File: src/rtl/multi_mode_game_counter_pkg.sv
// Shared types and encodings for the multi-mode game counter:
// game states, counting modes and the game-over "who" code.
package multi_mode_game_counter_pkg;

  typedef enum logic [1:0] {
    IDLE = 2'b00,
    RUN  = 2'b01,
    OVER = 2'b10
  } state_t;

  localparam logic [1:0] MODE_INC1 = 2'b00;
  localparam logic [1:0] MODE_INCS = 2'b01;
  localparam logic [1:0] MODE_DEC1 = 2'b10;
  localparam logic [1:0] MODE_DECS = 2'b11;

  localparam logic [1:0] WHO_NONE   = 2'b00;
  localparam logic [1:0] WHO_LOSER  = 2'b01;
  localparam logic [1:0] WHO_WINNER = 2'b10;

endpackage

File: src/rtl/mmgc_score_counter.sv
// Score tally with synchronous clear and increment enable. hit_limit flags
// the cycle in which the pending increment takes the tally to WIN_LIMIT.
module mmgc_score_counter
  import multi_mode_game_counter_pkg::*;
#(
  parameter int SCORE_W   = 4,
  parameter int WIN_LIMIT = 15
) (
  input  logic               clk,
  input  logic               rst,
  input  logic               clr,
  input  logic               inc,
  output logic [SCORE_W-1:0] count,
  output logic               hit_limit
);

  // NOTE: sequential state uses non-blocking assignments so every register
  // samples pre-edge values regardless of block ordering.
  always_ff @(posedge clk or posedge rst) begin
    if (rst)      count <= '0;
    else if (clr) count <= '0;
    else if (inc) count <= count + SCORE_W'(1);
  end

  assign hit_limit = inc && (count == SCORE_W'(WIN_LIMIT - 1));

endmodule

File: src/rtl/multi_mode_game_counter.sv
// Up/down game counter with step/load/pause, optional saturation, winner and
// loser tallies, and an IDLE/RUN/OVER game FSM that freezes at the limit.
module multi_mode_game_counter
  import multi_mode_game_counter_pkg::*;
#(
  parameter int W         = 4,
  parameter int SCORE_W   = 4,
  parameter int WIN_LIMIT = 15,
  parameter int SATURATE  = 0
) (
  input  logic               clk,
  input  logic               rst,
  input  logic               start,
  input  logic               en,
  input  logic [1:0]         control,
  input  logic [W-1:0]       step,
  input  logic               init,
  input  logic [W-1:0]       load_data,
  input  logic               restart,
  output logic [W-1:0]       counter,
  output logic               winner,
  output logic               loser,
  output logic [SCORE_W-1:0] winner_count,
  output logic [SCORE_W-1:0] loser_count,
  output logic               game_over,
  output logic [1:0]         who
);

  state_t         state, state_nx;
  logic [W-1:0]   step_amt, arith;
  logic [W:0]     sum, diff;
  logic           count_up, scoring, win_inc, lose_inc, win_hit, lose_hit, clear_all;

  // W+1-bit sum/difference: the extra bit is the carry/borrow used to clamp.
  always_comb begin
    count_up = (control == MODE_INC1) || (control == MODE_INCS);
    step_amt = ((control == MODE_INCS) || (control == MODE_DECS)) ? step : W'(1);
    sum      = {1'b0, counter} + {1'b0, step_amt};
    diff     = {1'b0, counter} - {1'b0, step_amt};
    if (count_up) arith = (SATURATE != 0 && sum[W])  ? '1 : sum[W-1:0];
    else          arith = (SATURATE != 0 && diff[W]) ? '0 : diff[W-1:0];
  end

  assign scoring   = (state == RUN) && en;
  assign win_inc   = scoring && (counter == '1);
  assign lose_inc  = scoring && (counter == '0);
  assign clear_all = (state == OVER) && restart;
  assign game_over = (state == OVER);

  mmgc_score_counter #(.SCORE_W(SCORE_W), .WIN_LIMIT(WIN_LIMIT)) u_win (
    .clk(clk), .rst(rst), .clr(clear_all), .inc(win_inc),
    .count(winner_count), .hit_limit(win_hit)
  );

  mmgc_score_counter #(.SCORE_W(SCORE_W), .WIN_LIMIT(WIN_LIMIT)) u_lose (
    .clk(clk), .rst(rst), .clr(clear_all), .inc(lose_inc),
    .count(loser_count), .hit_limit(lose_hit)
  );

  always_ff @(posedge clk or posedge rst) begin
    if (rst) state <= IDLE;
    else     state <= state_nx;
  end

  // NOTE: next state defaults to the current state first so no path through
  // the case leaves it unassigned and infers a latch.
  always_comb begin
    state_nx = state;
    case (state)
      IDLE:    if (start) state_nx = RUN;
      RUN:     if (win_hit || lose_hit) state_nx = OVER;
      OVER:    if (restart) state_nx = IDLE;
      default: state_nx = IDLE;
    endcase
  end

  always_ff @(posedge clk or posedge rst) begin
    if (rst) begin
      counter <= '0;
      winner  <= 1'b0;
      loser   <= 1'b0;
      who     <= WHO_NONE;
    end else begin
      case (state)
        IDLE: if (start) counter <= control[1] ? '1 : '0;
        RUN: begin
          if (init)    counter <= load_data;
          else if (en) counter <= arith;
          winner <= win_inc;
          loser  <= lose_inc;
          if (win_hit)       who <= WHO_WINNER;
          else if (lose_hit) who <= WHO_LOSER;
        end
        OVER: begin
          winner <= 1'b0;
          loser  <= 1'b0;
          if (restart) begin
            counter <= '0;
            who     <= WHO_NONE;
          end
        end
        default: begin
          winner <= 1'b0;
          loser  <= 1'b0;
        end
      endcase
    end
  end

endmodule

File: config.mk
export PLATFORM = sky130hd
export DESIGN_NAME = multi_mode_game_counter
export DESIGN_NICKNAME = d
export VERILOG_FILES = /design/src/rtl/multi_mode_game_counter_pkg.sv /design/src/rtl/mmgc_score_counter.sv /design/src/rtl/multi_mode_game_counter.sv
export SDC_FILE = /design/constraint.sdc
export NUM_CORES = 1
export LEC_CHECK = 0
export CORE_MARGIN = 1.5
export CORE_UTILIZATION = 35
export DETAILED_ROUTE_END_ITERATION = 16
export GPL_TIMING_DRIVEN = 0
export MAX_ROUTING_LAYER = met4
export PLACE_DENSITY_LB_ADDON = 0.25
export RECOVER_POWER = 100
export SLEW_MARGIN = 20
export SYNTH_ARGS = -nofsm -noshare
export SYNTH_HDL_FRONTEND = slang
export SYNTH_SLANG_ARGS = --single-unit
File: constraint.sdc
create_clock -name clk -period 2 [get_ports clk]
set_input_delay 0.4 -clock clk [delete_from_list [all_inputs] [get_ports clk]]
set_output_delay 0.4 -clock clk [all_outputs]
set_load 0.005 [all_outputs]
==> summary.txt <==
Cells and area
  – Layout cells sized above 1: 14.6%
  – Final Util: 50.4%
  – Synth-to-Final Area Change: 36.4%
  – Final nets: 208
  – Antenna Cells: 0

Timing
  – Final worst-path cycle share: 96.1%
  – Max Clock Skew: 10.6 ps
  – Max_slew headroom: 54.2%
  – Post-layout minimum cycle time: 1920 ps
  – Setup Viol. Count Final: 0
  – Setup_tns: 0 ps
  – Hold violation count in the final report: 0
  – F_max: 520 MHz
  – Worst Tran Pin Value: 687 ps
  – Final Max Tran Viols: 0
  – Final WS setup: 77.9 ps

Clock tree
  – Clk pin slew, worst setup/hold paths: 110 ps
  – Clock Tree Buf Depth: 2
  – CTS tree: done
  – Clk_lat worst skew: 300 ps
  – TritonCTS buffer count: 3
  – H-Tree Level Count: 1
  – Hold_buf cts: 0
  – Clock Sinks: 18
  – Root Buffer: clkbuf_4

Critical path
  – Worst setup EP type: flip-flop
  – Crit-path slowest cell: or3_4
  – WP data required: 2220 ps
  – Worst reg2reg path endpoint: u_win.count[3]
  – Crit-path cells: clkdlybuf4s15_2 > inv_2 > o21ai_0 > a32o_2 > ha_1 > a21o_1 > a21oi_2 > or3_4 > and2_4 > o211ai_2
  – R2R Setup Slk: 160 ps
  – Crit path max-delay family: compound AO/OA/AOI/OAI gates
  – R2r worst-path depth: 7
  – Worst path max stage delay: 380 ps
  – Stages on worst setup path: 10
  – CP max FO: 6
  – Bufs and invs on worst path: 2
  – Worst setup endpoint: counter[3]
  – Worst EP arrival: 2150 ps
  – Critical path class: primary input to flip-flop
  – Crit path launch: step[0]
  – Critical Path Source Type: primary input
  – FF-to-FF Start: state[1]

Synth
  – Synth cell types: 39
  – Yosys reg bits: 18
  – Syn. warnings: 0
  – Post-synth EDFFs: 0
  – Sequential fraction of the synthesis area: 36.3%
  – Cell count after synthesis: 142
  – Area share of the largest cell type after synthesis: 36.3%
  – Synth Cell Area: 1240 µm²
  – Post-synth top area cell: dfrtp_1
  – Syn Nets: 171
  – Mapped Avg Cell Area: 8.75 µm²
  – Async S/R FF share, synth: 100%
  – Synth cell count leaders: nand2_1 (22), dfrtp_1 (18), nor2_1 (14), ha_1 (12), inv_1 (12)
  – Top post-synthesis cells by area: dfrtp_1 (36%), ha_1 (12%), nand2_1 (6.6%)
  – Synth Flop Type: dfrtp_1
  – Most frequent cell after synthesis: nand2_1

GRT
  – Largest net degree at the start of global routing: 19
  – GRT Total Usage: 16.3%
  – Antenna violations before repair: 0
  – Global-route wire length before repair: 5040 µm
  – Grt ovf: 0
  – Vias in the first global route: 1161

Drt
  – Vias: 1129
  – Drt drc: 0
  – Vias per inst: 5.04
  – Routed WL: 2800 µm
  – Routed wire per std cell: 12.5 µm
  – Antenna-violating nets left: 0
  – Drt pass-1 iters: 4
  – Iter 0 DRT Violations: 48

Power
  – VDD IR max: 389 µV
  – PD cells: 1050 nW/µm²
  – P_leak: 0.815 nW
  – Power Total: 0.00178 W

Min path
  – Worst hold path class: flip-flop to flip-flop

Floorplanning
  – Die Y: 62.6 µm
  – Starting Density: 36.9%
  – Num ports: 33
  – Core area: 3360 µm²
  – Rows: 21
  – Die W: 62.6 µm
  – Die footprint: 3920 µm²

Placement
  – Hpwl dp: 2220 µm
  – Post-place setup slack: -631 ps
  – GPL Wtd Cong: 0.760
  – PortBufs: 31

Outcome
  – Status: finished, final reports clean

Job
  – Max-cap violations: 0
## per-layer routing
layer / routed length [µm] / track usage [%]
met3: 80 / 1.62
met1: 1260 / 19.9
met5: 0 / -
met2: 1410 / 27.8
met4: 49 / 6.67
## worst min-delay path by stage
stage,from,cells past startpoint,end
floorplan,rst,1,counter[0]
global placement,winner,2,winner
detailed placement,winner,2,winner
CTS,winner,2,winner
global route,control[1],3,counter[2]
finish,winner,2,winner
## cells in the final DEF, fill, tap and decap left out, types with 2 or more instances in the layout
| cell | n |
|---|---|
| a211oi_1 | 2 |
| a21oi_1 | 3 |
| a31oi_1 | 2 |
| a32o_2 | 2 |
| buf_2 | 3 |
| clkbuf_2 | 2 |
| clkbuf_4 | 3 |
| clkdlybuf4s50_1 | 9 |
| dfrtp_1 | 18 |
| dlygate4sd3_1 | 17 |
| ha_1 | 9 |
| ha_2 | 2 |
| inv_1 | 10 |
| inv_2 | 2 |
| mux2i_1 | 3 |
| nand2_1 | 22 |
| nand2b_1 | 2 |
| nand3_1 | 2 |
| nand4_1 | 3 |
| nor2_1 | 14 |
| nor2b_1 | 3 |
| o21ai_0 | 10 |
| xnor2_1 | 2 |
| xor2_1 | 5 |
## through the flow
step | std cells | instance area [µm²] | hold slack (ps)
2_1_floorplan | 142 | 1240 | 339
5_1_grt | 224 | 1690 | 529
4_1_cts | 223 | 1670 | 494
6_report | 224 | 1690 | 482
3_5_place_dp | 219 | 1610 | 467
3_3_place_gp | 219 | 1610 | 455
## cell type report
class,count,area (µm²)
Inverter,12,45.0
Multi-Input combinational cell,109,788
Timing Repair Buffer,32,303
Tap cell,46,57.6
Clock buffer,4,36.3
Buffer,3,13.8
Fill cell,348,1670
Sequential cell,18,450
## worst reg2reg max path, stage by stage (launching register included)
cell	delay [ps]
dfrtp_1	440
inv_1	120
ha_2	260
nand2_1	170
nor3_4	330
nand4_1	160
xor2_1	170
nor2_1	50
## cell families (layout without fill, tap and decap cells)
group,after synthesis,in the layout,synth area share [%]
AND/OR/NAND/NOR,55,55,21.3
XOR/XNOR,7,7,4.93
AO/OA/AOI/OAI,31,31,16.7
adder cells (fa/ha/maj),13,13,13.7
flip-flops,18,18,36.3
multiplexers,3,3,2.42
buffers and inverters,15,51,4.73
## registers in the layout (all words and copies together) (netlist names)
register / flops
u_win.count: 4
loser: 1
counter: 4
u_lose.count: 4
state: 2
winner: 1
who: 2
## power by group
| part | switching, W | internal (W) | leakage (nW) | total [W] |
|---|---|---|---|---|
| Combinational | 0.000455 | 0.000473 | 0.562 | 0.000928 |
| Sequential | 0.000150 | 0.000477 | 0.232 | 0.000627 |
| Clock | 0.000119 | 0.000111 | 0.0210 | 0.000230 |
| Total | 0.000723 | 0.00106 | 0.815 | 0.00178 |
## timing repair
| action | 4_1_cts | 5_1_grt |
|---|---|---|
| hold endpoints to repair | 0 | 0 |
| endpoints found under the setup margin | 3 | 7 |
| gates resized for setup | 15 | 12 |
| cloned | 0 | 0 |
| setup buffers | 0 | 1 |
| pin swaps | 0 | 3 |
Note: power is estimated with default switching activity, not from simulation.
==> RTL edit, RTL diff (same flow settings) <==
Make the reset (`rst`) synchronous in 3 clocked blocks.
--- a/src/rtl/mmgc_score_counter.sv
+++ b/src/rtl/mmgc_score_counter.sv
@@ -18,3 +18,3 @@
   // samples pre-edge values regardless of block ordering.
-  always_ff @(posedge clk or posedge rst) begin
+  always_ff @(posedge clk) begin
     if (rst)      count <= '0;
--- a/src/rtl/multi_mode_game_counter.sv
+++ b/src/rtl/multi_mode_game_counter.sv
@@ -59,3 +59,3 @@
 
-  always_ff @(posedge clk or posedge rst) begin
+  always_ff @(posedge clk) begin
     if (rst) state <= IDLE;
@@ -76,3 +76,3 @@
 
-  always_ff @(posedge clk or posedge rst) begin
+  always_ff @(posedge clk) begin
     if (rst) begin
Check against the original RTL: differs if rst is asserted again (counterexample within 4 cycles, from zero or initial values and one cycle with rst high); with rst held inactive, the same outputs for 10 cycles.
==> RTL edit against the original RTL <==
Non-clock buffer count fell by 1; critical path depth fell by 1; critical path type unchanged; sequential cell count did not move; total power is 16% lower; clock power shrank 2%; count of clock-buffer cells in the layout did not move; synthesized area is 7.4% lower; core utilization up 0.97 points; hold slack worse by 0.028 ns; setup slack got worse by 0.012 ns; synthesized cell count shrank 4.2%; wire length shrank 8.7%; cell area is 6.7% lower; fmax shrank 0.61%.
==> RTL edit: results (changes against the original RTL) <==
[outcome] outcome completed
[min_path] Worst Hold End who[1]$_SDFFE_PP0P_
[grt] pin count of the biggest net entering global routing 11 [-8]
[route] router iterations before antenna repair 4 [unchanged]
[power_and_ir_drop] VDD IR-drop max 0.431 mV [+11%]
[logic_synthesis] post-synthesis net count 165 [-3.5%]
[final_layout] number of nets in the layout 202 [-2.9%]
[critical_path] startpoint of the lowest-slack register-to-register path state[1]$_SDFFE_PP0P_
[grt] global-route wire length before repair 4260 um [-16%]
[logic_synthesis] number of distinct library cells after synthesis 33 [-15%]
[final_layout] fraction of layout cells with a size suffix above 1 0.140 [-0.00653]
[critical_path] critical register-to-register path endpoint who[0]$_SDFFE_PP0P_
[critical_path] highest fanout seen on the critical path 4 [-2]
[critical_path] setup slack of the worst register-to-register path 0.16 ns [about the same]
[place] global placement routability congestion 0.748 [-1.6%]
[route] aggregate routed wire length 2560 um [-8.7%]
[route] Via density 5.11 [+1.3%]
[sta] Worst slew margin 0.686 [+0.144]
[min_path] beginning of the worst hold path who[1]$_SDFFE_PP0P_
[place] placed cell areas 1520 sq um [-5.8%]
[route] DRT iter0 DRCs 25 [-48%]
[grt] global-route usage over all layers 0.160 [-0.00356]
[grt] number of global-route vias before repair 1016 [-12%]
[logic_synthesis] number of warning messages in the yosys log 0 [unchanged]
[critical_path] Worst R2R Path Depth 7 [unchanged]
[logic_synthesis] cell types with the largest area share after synthesis dfxtp_1 (31%), ha_1 (13%), nor2_1 (5.9%), nand2_1 (4.9%), inv_1 (3.9%)
[place] DP HPWL 1990 um [-10%]
[clock_tree] clock insertion delay at the later pin of the skew report 0.29 ns
[critical_path] worst endpoint data arrival time 2.10 ns [-0.05 ns]
[sta] Fin Clk Skew 0.00220 ns [-0.00842 ns]
[final_layout] final-layout fill cell count 314 [-9.8%]
[power_and_ir_drop] leakage component of the power 0.664 nW [-19%]
[logic_synthesis] leading cell types by count after synthesis dfxtp_1 (18), nor2_1 (18), nand2_1 (15)
[logic_synthesis] sequential fraction of the synthesis area 0.313 [-0.0495]
[logic_synthesis] ys async rst share 0 [-1.00]
[sta] Worst Hold Margin 0.455 ns [-0.0276 ns]
RTL edit: cell types whose count changed after synthesis, sizes merged, moves of 3 or more:
cell / change
dfrtp: -18
a21oi: +3
nor2: +4
a311oi: +3
dfxtp: +18
o21ai: -3
nor2b: -3
nand2: -7
RTL edit: metrics by stage:
step                      setup slack [ns]  instances
after global placement              -0.674        211
final                               0.0661        216
after detailed placement            -0.768        211
after floorplan                     0.0745        136
after global routing               -0.0112        216
after CTS                         -0.00507        215
RTL edit: routing by layer:
layer / vias up / GRT usage / routed length (um)
met4: 0 / 0.0667 / 32
met1: 513 / 0.187 / 1120
met3: 4 / 0.0149 / 125
met2: 34 / 0.280 / 1280
met5: - / - / 0
li1: 552 / - / -
RTL edit: logic make-up (layout without fill, tap and decap cells):
group	after synthesis	in the layout	synth area share
adder cells (fa/ha/maj)	13	13	0.148
multiplexers	4	4	0.0348
XOR/XNOR	7	7	0.0533
flip-flops	18	18	0.313
buffers and inverters	14	50	0.0457
AND/OR/NAND/NOR	48	48	0.204
AO/OA/AOI/OAI	32	32	0.201
RTL edit: worst max-delay path, stage by stage:
cell and delay, ns:
clkdlybuf4s15_1 0.23, o21ai_1 0.10, a32o_2 0.26, ha_4 0.29
nand3_2 0.09, and3_4 0.18, o211a_1 0.21, o31ai_2 0.22
a311oi_1 0.12
RTL edit: worst max path at each step:
stage          depth (start not counted)                       to  slack, ns       start
2_1_floorplan                          9  counter[3]$_SDFFE_PP0P_       0.07     step[1]
3_3_place_gp                           9  counter[3]$_SDFFE_PP0P_      -0.67  control[1]
3_5_place_dp                           9  counter[3]$_SDFFE_PP0P_      -0.77  control[1]
4_1_cts                               10  counter[3]$_SDFFE_PP0P_     -0.005     step[1]
5_1_grt                               10  counter[2]$_SDFFE_PP0P_      -0.01     step[0]
6_report                               9  counter[3]$_SDFFE_PP0P_       0.07     step[2]
RTL edit: layout make-up:
cell class | count | area [sq um] | area share
repair buffers | 32 | 298 | 0.188
clock buffers | 4 | 36.3 | 0.0230
well taps | 44 | 55.1 | 0.0348
flip-flops and latches | 18 | 360 | 0.228
plain buffers | 2 | 7.51 | 0.00475
inverters | 12 | 45.0 | 0.0285
multi-input cells | 104 | 778 | 0.492
RTL edit: repair_timing:
item,4_1_cts,5_1_grt
pin swaps,2,5
setup endpoints to repair,4,6
hold buffers,0,0
buffers inserted,0,1
gates resized for setup,18,13
endpoints found under the hold margin,0,0
RTL edit: power breakdown:
| group | leakage [nW] | switching [mW] | total, mW | internal, mW |
|---|---|---|---|---|
| clock | 0.0210 | 0.114 | 0.225 | 0.111 |
| combinational | 0.496 | 0.395 | 0.770 | 0.375 |
| sequential | 0.147 | 0.0817 | 0.506 | 0.424 |
